<file path="src/rtl/seq_detect_ctrl.sv">
// seq_detect_ctrl: session controller feeding a 101 Moore detector and counting its matches.
// Optional SEQ_CTRL_FIRSTIDX_EN adds first_vld_o/first_idx_o (index of the bit completing the first match).
module seq_detect_ctrl #(
    parameter int CNT_W = 8
) (
    input  logic             clk_i,
    input  logic             rst_ni,
    input  logic             start_i,
    input  logic             abort_i,
    input  logic [CNT_W-1:0] cfg_window_i,
    input  logic [CNT_W-1:0] cfg_limit_i,
    input  logic             in_valid_i,
    input  logic             in_bit_i,
    output logic             in_ready_o,
    output logic             det_rst_o,
    output logic             det_x_o,
    input  logic             det_z_i,
    output logic             busy_o,
    output logic             done_o,
    output logic [2:0]       status_o,
    output logic [CNT_W-1:0] match_cnt_o,
`ifdef SEQ_CTRL_FIRSTIDX_EN
    output logic             first_vld_o,
    output logic [CNT_W-1:0] first_idx_o,
`endif
    output logic [CNT_W-1:0] bits_cnt_o
);
    typedef enum logic [1:0] {IDLE, RUN, DRAIN, DONE} state_t;
    localparam logic [2:0] ST_NONE = 3'd0, ST_WIN = 3'd1, ST_LIM = 3'd2, ST_ABT = 3'd3, ST_UND = 3'd4;

    state_t           state_q, state_d;
    logic [CNT_W-1:0] win_q, win_d, lim_q, lim_d;
    logic [CNT_W-1:0] match_q, match_d, bits_q, bits_d;
    logic [2:0]       status_q, status_d;
    logic             run, drain, stop_lim, accept, cnt_z;
    logic [CNT_W-1:0] bits_inc;
`ifdef SEQ_CTRL_FIRSTIDX_EN
    logic             fv_q, fv_d;
    logic [CNT_W-1:0] fi_q, fi_d;
    assign first_vld_o = fv_q;
    assign first_idx_o = fi_q;
`endif

    assign run      = state_q == RUN;
    assign drain    = state_q == DRAIN;
    assign stop_lim = det_z_i && lim_q != '0 && (match_q + CNT_W'(1)) == lim_q;
    assign in_ready_o = run & ~abort_i & ~stop_lim;
    assign accept   = in_ready_o & in_valid_i;
    assign bits_inc = bits_q + CNT_W'(1);
    // det_z reflects the previous cycle's bit; an abort in RUN discards it
    assign cnt_z    = det_z_i & ((run & ~abort_i) | drain);

    assign det_rst_o   = state_q == IDLE || state_q == DONE;
    assign det_x_o     = run & in_bit_i;
    assign busy_o      = state_q != IDLE;
    assign done_o      = state_q == DONE;
    assign status_o    = status_q;
    assign match_cnt_o = match_q;
    assign bits_cnt_o  = bits_q;

    always_comb begin
        state_d  = state_q;
        win_d    = win_q;
        lim_d    = lim_q;
        match_d  = match_q;
        bits_d   = bits_q;
        status_d = status_q;
`ifdef SEQ_CTRL_FIRSTIDX_EN
        fv_d = fv_q;
        fi_d = fi_q;
`endif
        case (state_q)
            IDLE: if (start_i) begin
                win_d    = cfg_window_i;
                lim_d    = cfg_limit_i;
                match_d  = '0;
                bits_d   = '0;
                status_d = cfg_window_i == '0 ? ST_WIN : ST_NONE;
                state_d  = cfg_window_i == '0 ? DONE : RUN;
`ifdef SEQ_CTRL_FIRSTIDX_EN
                fv_d = 1'b0;
                fi_d = '0;
`endif
            end
            RUN: begin
                if (accept) bits_d = bits_inc;
                if (abort_i) begin
                    status_d = ST_ABT;
                    state_d  = DONE;
                end else if (stop_lim) begin
                    status_d = ST_LIM;
                    state_d  = DONE;
                end else if (!in_valid_i) begin
                    status_d = ST_UND;
                    state_d  = DONE;
                end else if (bits_inc == win_q) begin
                    state_d = DRAIN;
                end
            end
            DRAIN: begin
                status_d = abort_i ? ST_ABT : ST_WIN;
                state_d  = DONE;
            end
            default: state_d = IDLE;
        endcase
        if (cnt_z) match_d = match_q + CNT_W'(1);
`ifdef SEQ_CTRL_FIRSTIDX_EN
        if (cnt_z && !fv_q) begin
            fv_d = 1'b1;
            fi_d = bits_q;
        end
`endif
    end

    always_ff @(posedge clk_i or negedge rst_ni) begin
        if (!rst_ni) begin
            state_q  <= IDLE;
            win_q    <= '0;
            lim_q    <= '0;
            match_q  <= '0;
            bits_q   <= '0;
            status_q <= ST_NONE;
`ifdef SEQ_CTRL_FIRSTIDX_EN
            fv_q <= 1'b0;
            fi_q <= '0;
`endif
        end else begin
            state_q  <= state_d;
            win_q    <= win_d;
            lim_q    <= lim_d;
            match_q  <= match_d;
            bits_q   <= bits_d;
            status_q <= status_d;
`ifdef SEQ_CTRL_FIRSTIDX_EN
            fv_q <= fv_d;
            fi_q <= fi_d;
`endif
        end
    end
endmodule

</file>
<file path="config.mk">
export PLATFORM = sky130hd
export DESIGN_NAME = seq_detect_ctrl
export DESIGN_NICKNAME = d
export VERILOG_FILES = /design/src/rtl/seq_detect_ctrl.sv
export SDC_FILE = /design/constraint.sdc
export NUM_CORES = 1
export LEC_CHECK = 0
export ABC_AREA = 1
export CAP_MARGIN = 20
export CORE_MARGIN = 2
export CORE_UTILIZATION = 52
export CTS_BUF_LIST = sky130_fd_sc_hd__clkbuf_16
export DETAILED_ROUTE_END_ITERATION = 8
export PLACE_DENSITY = 0.86
export SYNTH_ARGS = -nofsm -noshare
export SYNTH_HDL_FRONTEND = slang
export SYNTH_SLANG_ARGS = --single-unit
</file>
<file path="constraint.sdc">
create_clock -name clk_i -period 2.1 [get_ports clk_i]
set_input_delay 0.42 -clock clk_i [delete_from_list [all_inputs] [get_ports clk_i]]
set_output_delay 0.42 -clock clk_i [all_outputs]
set_load 0.02 [all_outputs]
</file>
# ---- Word level (Yosys, flattened, before mapping)
# Cells that the tools add are included.
dict set report op_classes {
  n_reduce_logical 16
  bitwise_logic 8
  n_eq_ne 9
  muxes 19
  n_addsub 2
}
# op n
set ops {}
lappend ops {{8-bit two-way mux} 4}
lappend ops {{8-bit by 1-bit adder with 8-bit output, second input constant} 2}
lappend ops {{8-bit equality test} 2}
lappend ops {{8-bit case mux with 2 select lines} 1}
lappend ops {{2-bit two-way mux} 7}
lappend ops {{3-bit two-way mux} 4}
lappend ops {{3-bit case mux with 3 select lines} 1}
lappend ops {{8-bit logical NOT} 1}
lappend ops {{2-bit nonzero test} 4}
lappend ops {{8-bit nonzero test} 1}
lappend ops {{2-bit case mux with 3 select lines} 1}
lappend ops {{2-bit AND reduction} 3}
lappend ops {{3-bit AND reduction} 2}
lappend ops {{1-bit bitwise AND} 5}
lappend ops {{5-bit by 3-bit != test with 1-bit output, second input constant} 1}
lappend ops {{2-bit equality test, second input constant} 2}
lappend ops {{4-bit by 3-bit != test with 1-bit output, second input constant} 1}
lappend ops {{3-bit nonzero test} 1}
lappend ops {{2-bit by 1-bit equality test with 1-bit output, second input constant} 1}
lappend ops {{1-bit logical AND} 2}
lappend ops {{2-bit logical NOT} 1}
lappend ops {{2-bit by 1-bit != test with 1-bit output, second input constant} 1}
lappend ops {{2-bit != test, second input constant} 1}
lappend ops {{1-bit NOT} 2}
lappend ops {{3 further kinds} 3}
dict set report totals {
  ff_bits 37
  output_inout_bits 24
}

# ---- Logic depth before layout (Yosys ltp)
dict set report logic_depth {
  depth_word 8
  depth_mapped 15
  mapped_depth_nobuf 15
}

# ---- Least setup slack after synthesis
# Ideal clock, no wire load.
dict set report synth_timing {
  path_kind {register to output}
  from {reg match_q[1], in the netlist match_cnt_o[1]}
  to {out in_ready_o}
  n_path_buf 0
  slack_ns 0.019
  stages_incl_launch_ff 10
  arrival_ns 1.661
  path_cell_list {dfrtp_1 ha_1 nand3_1 o21ai_1 nand2_1 nor2_1 nor2_1 nand2_1 o31ai_1 nor2_1}
}
dict set report synth_via {
  elab_chain_len 5
}
# element line
set synth_lines {}
lappend synth_lines {{from (decl)} 33} ;# logic [CNT_W-1:0] match_q, match_d, bits_q, bits_d;
lappend synth_lines {{from (signal assigned)} 131} ;# match_q <= match_d;
lappend synth_lines {{8-bit by 1-bit adder with 8-bit output} 46} ;# assign stop_lim = det_z_i && lim_q != '0 && (match_q + CNT_W'(1)) == lim_q;
lappend synth_lines {{8-bit equality test} 46}
lappend synth_lines {{1-bit logical AND} 46}
lappend synth_lines {{1-bit NOT} 47} ;# assign in_ready_o = run & ~abort_i & ~stop_lim;
lappend synth_lines {{1-bit bitwise AND} 47}
lappend synth_lines {{to (decl)} 14} ;# output logic in_ready_o,
# No other way between the ends.

# ---- Worst setup path in the final report
# Same ends and word-level chain as after synthesis.

==> run metrics <==
status=complete, but fails checks; failing checks=negative setup slack; final net count=435; Top-Level Pins=47; fraction of final layout cells sized beyond drive strength 1=17.4%; final antenna diode count=0; total nets after synthesis=~360; antenna violations before repair=0; transition time at the pin with the least slew margin=slightly below 0.5 ns; IR drop worst, VDD=~1.0 mV; root cell of the clock tree=clkbuf_16; Finished Cell Area=around 3300 um2; wire length of the first global-routing pass=10.1 mm; async set-or-reset flop fraction in the synthesized netlist=100%; count of pins over their slew limit=0; clock tree buffer depth=2; WHS=a little under 0.5 ns; final critical-path share of the clock period=114%; Core ar.=about 4400 um2; multi-input combinational cell area=between 1000 and 1500 um2; power density of the placed cells=1240 nW/um2; detailed-placement wirelength estimate=around 4.4 mm; GRT Util Overall=roughly 25%; Top cell by count, worst path=nand2_1; EDFF count, synth=0; max_cap viols=0; number of standard cells after synthesis=around 330; Setup Viol. Count Final=1; number of optimization iterations in the first detailed-route pass=5; slowest stage cell on the critical path=dfrtp_1; class of the most critical hold timing path=flop to flop; worst setup timing slack at the placement stage=-0.578 ns; final weighted congestion in routability-driven placement=about 0.91; slowest stage delay, CP=0.40 ns; area taken by flip-flops and latches=927 um2; Via-to-Cell Ratio=around 5.3; sum of routed wire length over all layers=6.13 mm; simple-gate share of the synthesized area=36.6%; kind of capture point of the worst setup path=output port; largest net degree at the start of global routing=38; Crit path arrival time=just under 2 ns; unrepaired setup endpoints after global routing=true; Critical R2R Launch=match_cnt_o[1]; vias in the first global route=2400; post-synthesis sequential area ratio=39.6%; width of the die=roughly 70 um; Crit Path Max Fanout=4; commonest non-fill, non-tap cells in the layout=nand2_1, clkdlybuf4s50_1, inv_1, dfrtp_1, buf_4; remaining max-slew budget at the tightest pin=approximately two thirds; maximum clock frequency=roughly 420 MHz; leak pwr=1.54 nW; register-to-register path setup slack=around 0.09 ns; initial core utilization=a little over half; number of cells traversed by the worst hold path=2; post-synthesis sequential element count=37; series of cell instances along the critical path=ha_4 -> nand3_2 -> nand2_2 -> nand2_1 -> nand2_1 -> nand2_1 -> a21oi_4 -> nand2_1 -> o31ai_1 -> nor2_1 -> buf_2; compound-gate portion of the synthesized area=10.7%; mean area per synthesized cell=7.13 um2; CTS H-tree depth=2; clock-pin transition on the worst setup and hold timing paths=0.05 ns; adder and majority cell fraction of the synthesized area=about 3.2%; post-detailed-route count of antenna-violating nets=0; minimum clock period=about 2.4 ns; fillers=between 300 and 400; total power draw=about 0.0040 W; proportion of synthesized area in mux cells=0%; total number of placement rows=24; clock tree from TritonCTS=done; Detailed Route Iter0 Violations=roughly 270; Remaining DRCs=0; number of hold violations in the final report=0; clock insertion delay at the later pin of the skew report=between 0.2 and 0.3 ns; combinational family with the most area after synthesis=simple AND/OR/NAND/NOR gates; Buffers on Ports=46; placed cell area=approximately 3000 um2; number of unique standard cell types used by synthesis=31; worst reg2reg path endpoint=status_o[1]; clk sinks=37; kind of launch point of the worst setup path=flop; type of the setup path with the least slack=flop to output port; routed length per instance=13.4 um; total overflow reported by the global router=0; min setup slack post-route=-0.296 ns; quantity of hold-fixing buffers added after cts=0; worst min-delay path startpoint=status_o[2]; Syn-to-layout area delta=39.2%; most common cell after layout, fill and taps aside=nand2_1; summed instance area of the synthesized netlist=~2300 um2; primary flip-flop cell chosen by synthesis mapping=dfrtp_1; routed vias=between 2000 and 2500; die boundary height=71.1 um; die area=roughly 5100 um2; xor/xnor cell area share of the yosys netlist=~1.9%; Data required, critical path=1.68 ns; depth of the most critical reg-to-reg path=13; Post-Route Skew=between 0.005 and 0.006 ns; number of warning messages in the yosys log=0; number of buffers created by CTS=5; endpoint of the worst hold-timing path=status_o[2]
## power by group
| group | switching, W | total [W] | internal [W] |
|---|---|---|---|
| sequential | 0.000202 | 0.00116 | 0.000955 |
| clock | 0.000280 | 0.000711 | 0.000431 |
| combinational | 0.00125 | 0.00217 | 0.000914 |
## synthesized netlist by cell type (3+ instances only)
cell / number / area, um2
nor2_2: 3 / 18.8
inv_1: 37 / 139
xnor2_1: 3 / 26.3
nand2_1: 125 / 469
o22ai_1: 5 / 31.3
o21ai_0: 17 / 85.1
nand4_1: 4 / 25.0
clkbuf_1: 4 / 15.0
ha_1: 6 / 75.1
nor2_1: 20 / 75.1
nand3_1: 31 / 155
o21ai_2: 8 / 70.1
o21ai_1: 4 / 20.0
dfrtp_1: 37 / 926
## timing repair
item | in CTS | in global routing
gates resized for setup | 13 | 9
endpoints found under the setup margin | 4 | 14
gates cloned | 0 | 0
pin swaps | 2 | 1
setup buffers | 1 | 1
## worst max-delay path: cells and delay by family, from the launching register on
family | cells | cell delay (ns)
simple gates | 7 | 0.57
compound gates | 2 | 0.37
flops | 1 | 0.40
fa+ha+maj | 1 | 0.18
buf+inv | 1 | 0.16
## per-layer routing
layer	GRT usage (%)	up-vias	share of wire, %
met5	0	-	0
met1	31.9	1130	43
li1	-	1202	-
met3	5.13	12	6.4
met2	42.4	96	49
met4	10.5	0	1.8
## area by class of cell
cell class	instances	area share (%)
multi-input cells	245	39.0
flip-flops and latches	37	28.5
repair buffers	78	21.7
inverters	39	4.49
clock buffers	5	3.84
well taps	52	2.00
clock inverters	3	0.423
## state kept, by name (all words and copies together) (netlist names)
signal	cells
status_o	3
state_q	2
lim_q	8
win_q	8
bits_cnt_o	8
match_cnt_o	8
## stage by stage
stage	TNS [ns]	cells	util, %
after floorplan	0	328	-
after global placement	-0.847	449	70.1
after detailed placement	-1.02	449	70.1
after CTS	-0.300	458	73.8
after global routing	-0.689	459	74.8
final	-0.296	459	74.8
## cells by family (layout without fill, tap and decap cells)
family,Yosys count,in the layout
simple gates,195,195
buf+inv,46,125
compound gates,39,39
flops,37,37
fa+ha+maj,6,6
xor+xnor,5,5
## worst max path at each step
stage	from	endpoint	slack (ns)	cells after the start
floorplan	match_cnt_o[1]	in_ready_o	0.02	9
global placement	det_z_i	in_ready_o	-0.57	9
detailed placement	det_z_i	in_ready_o	-0.58	9
CTS	match_cnt_o[1]	in_ready_o	-0.30	11
global route	match_cnt_o[1]	in_ready_o	-0.44	11
finish	match_cnt_o[1]	in_ready_o	-0.30	11
No activity file was read; power rests on OpenSTA's default activity.
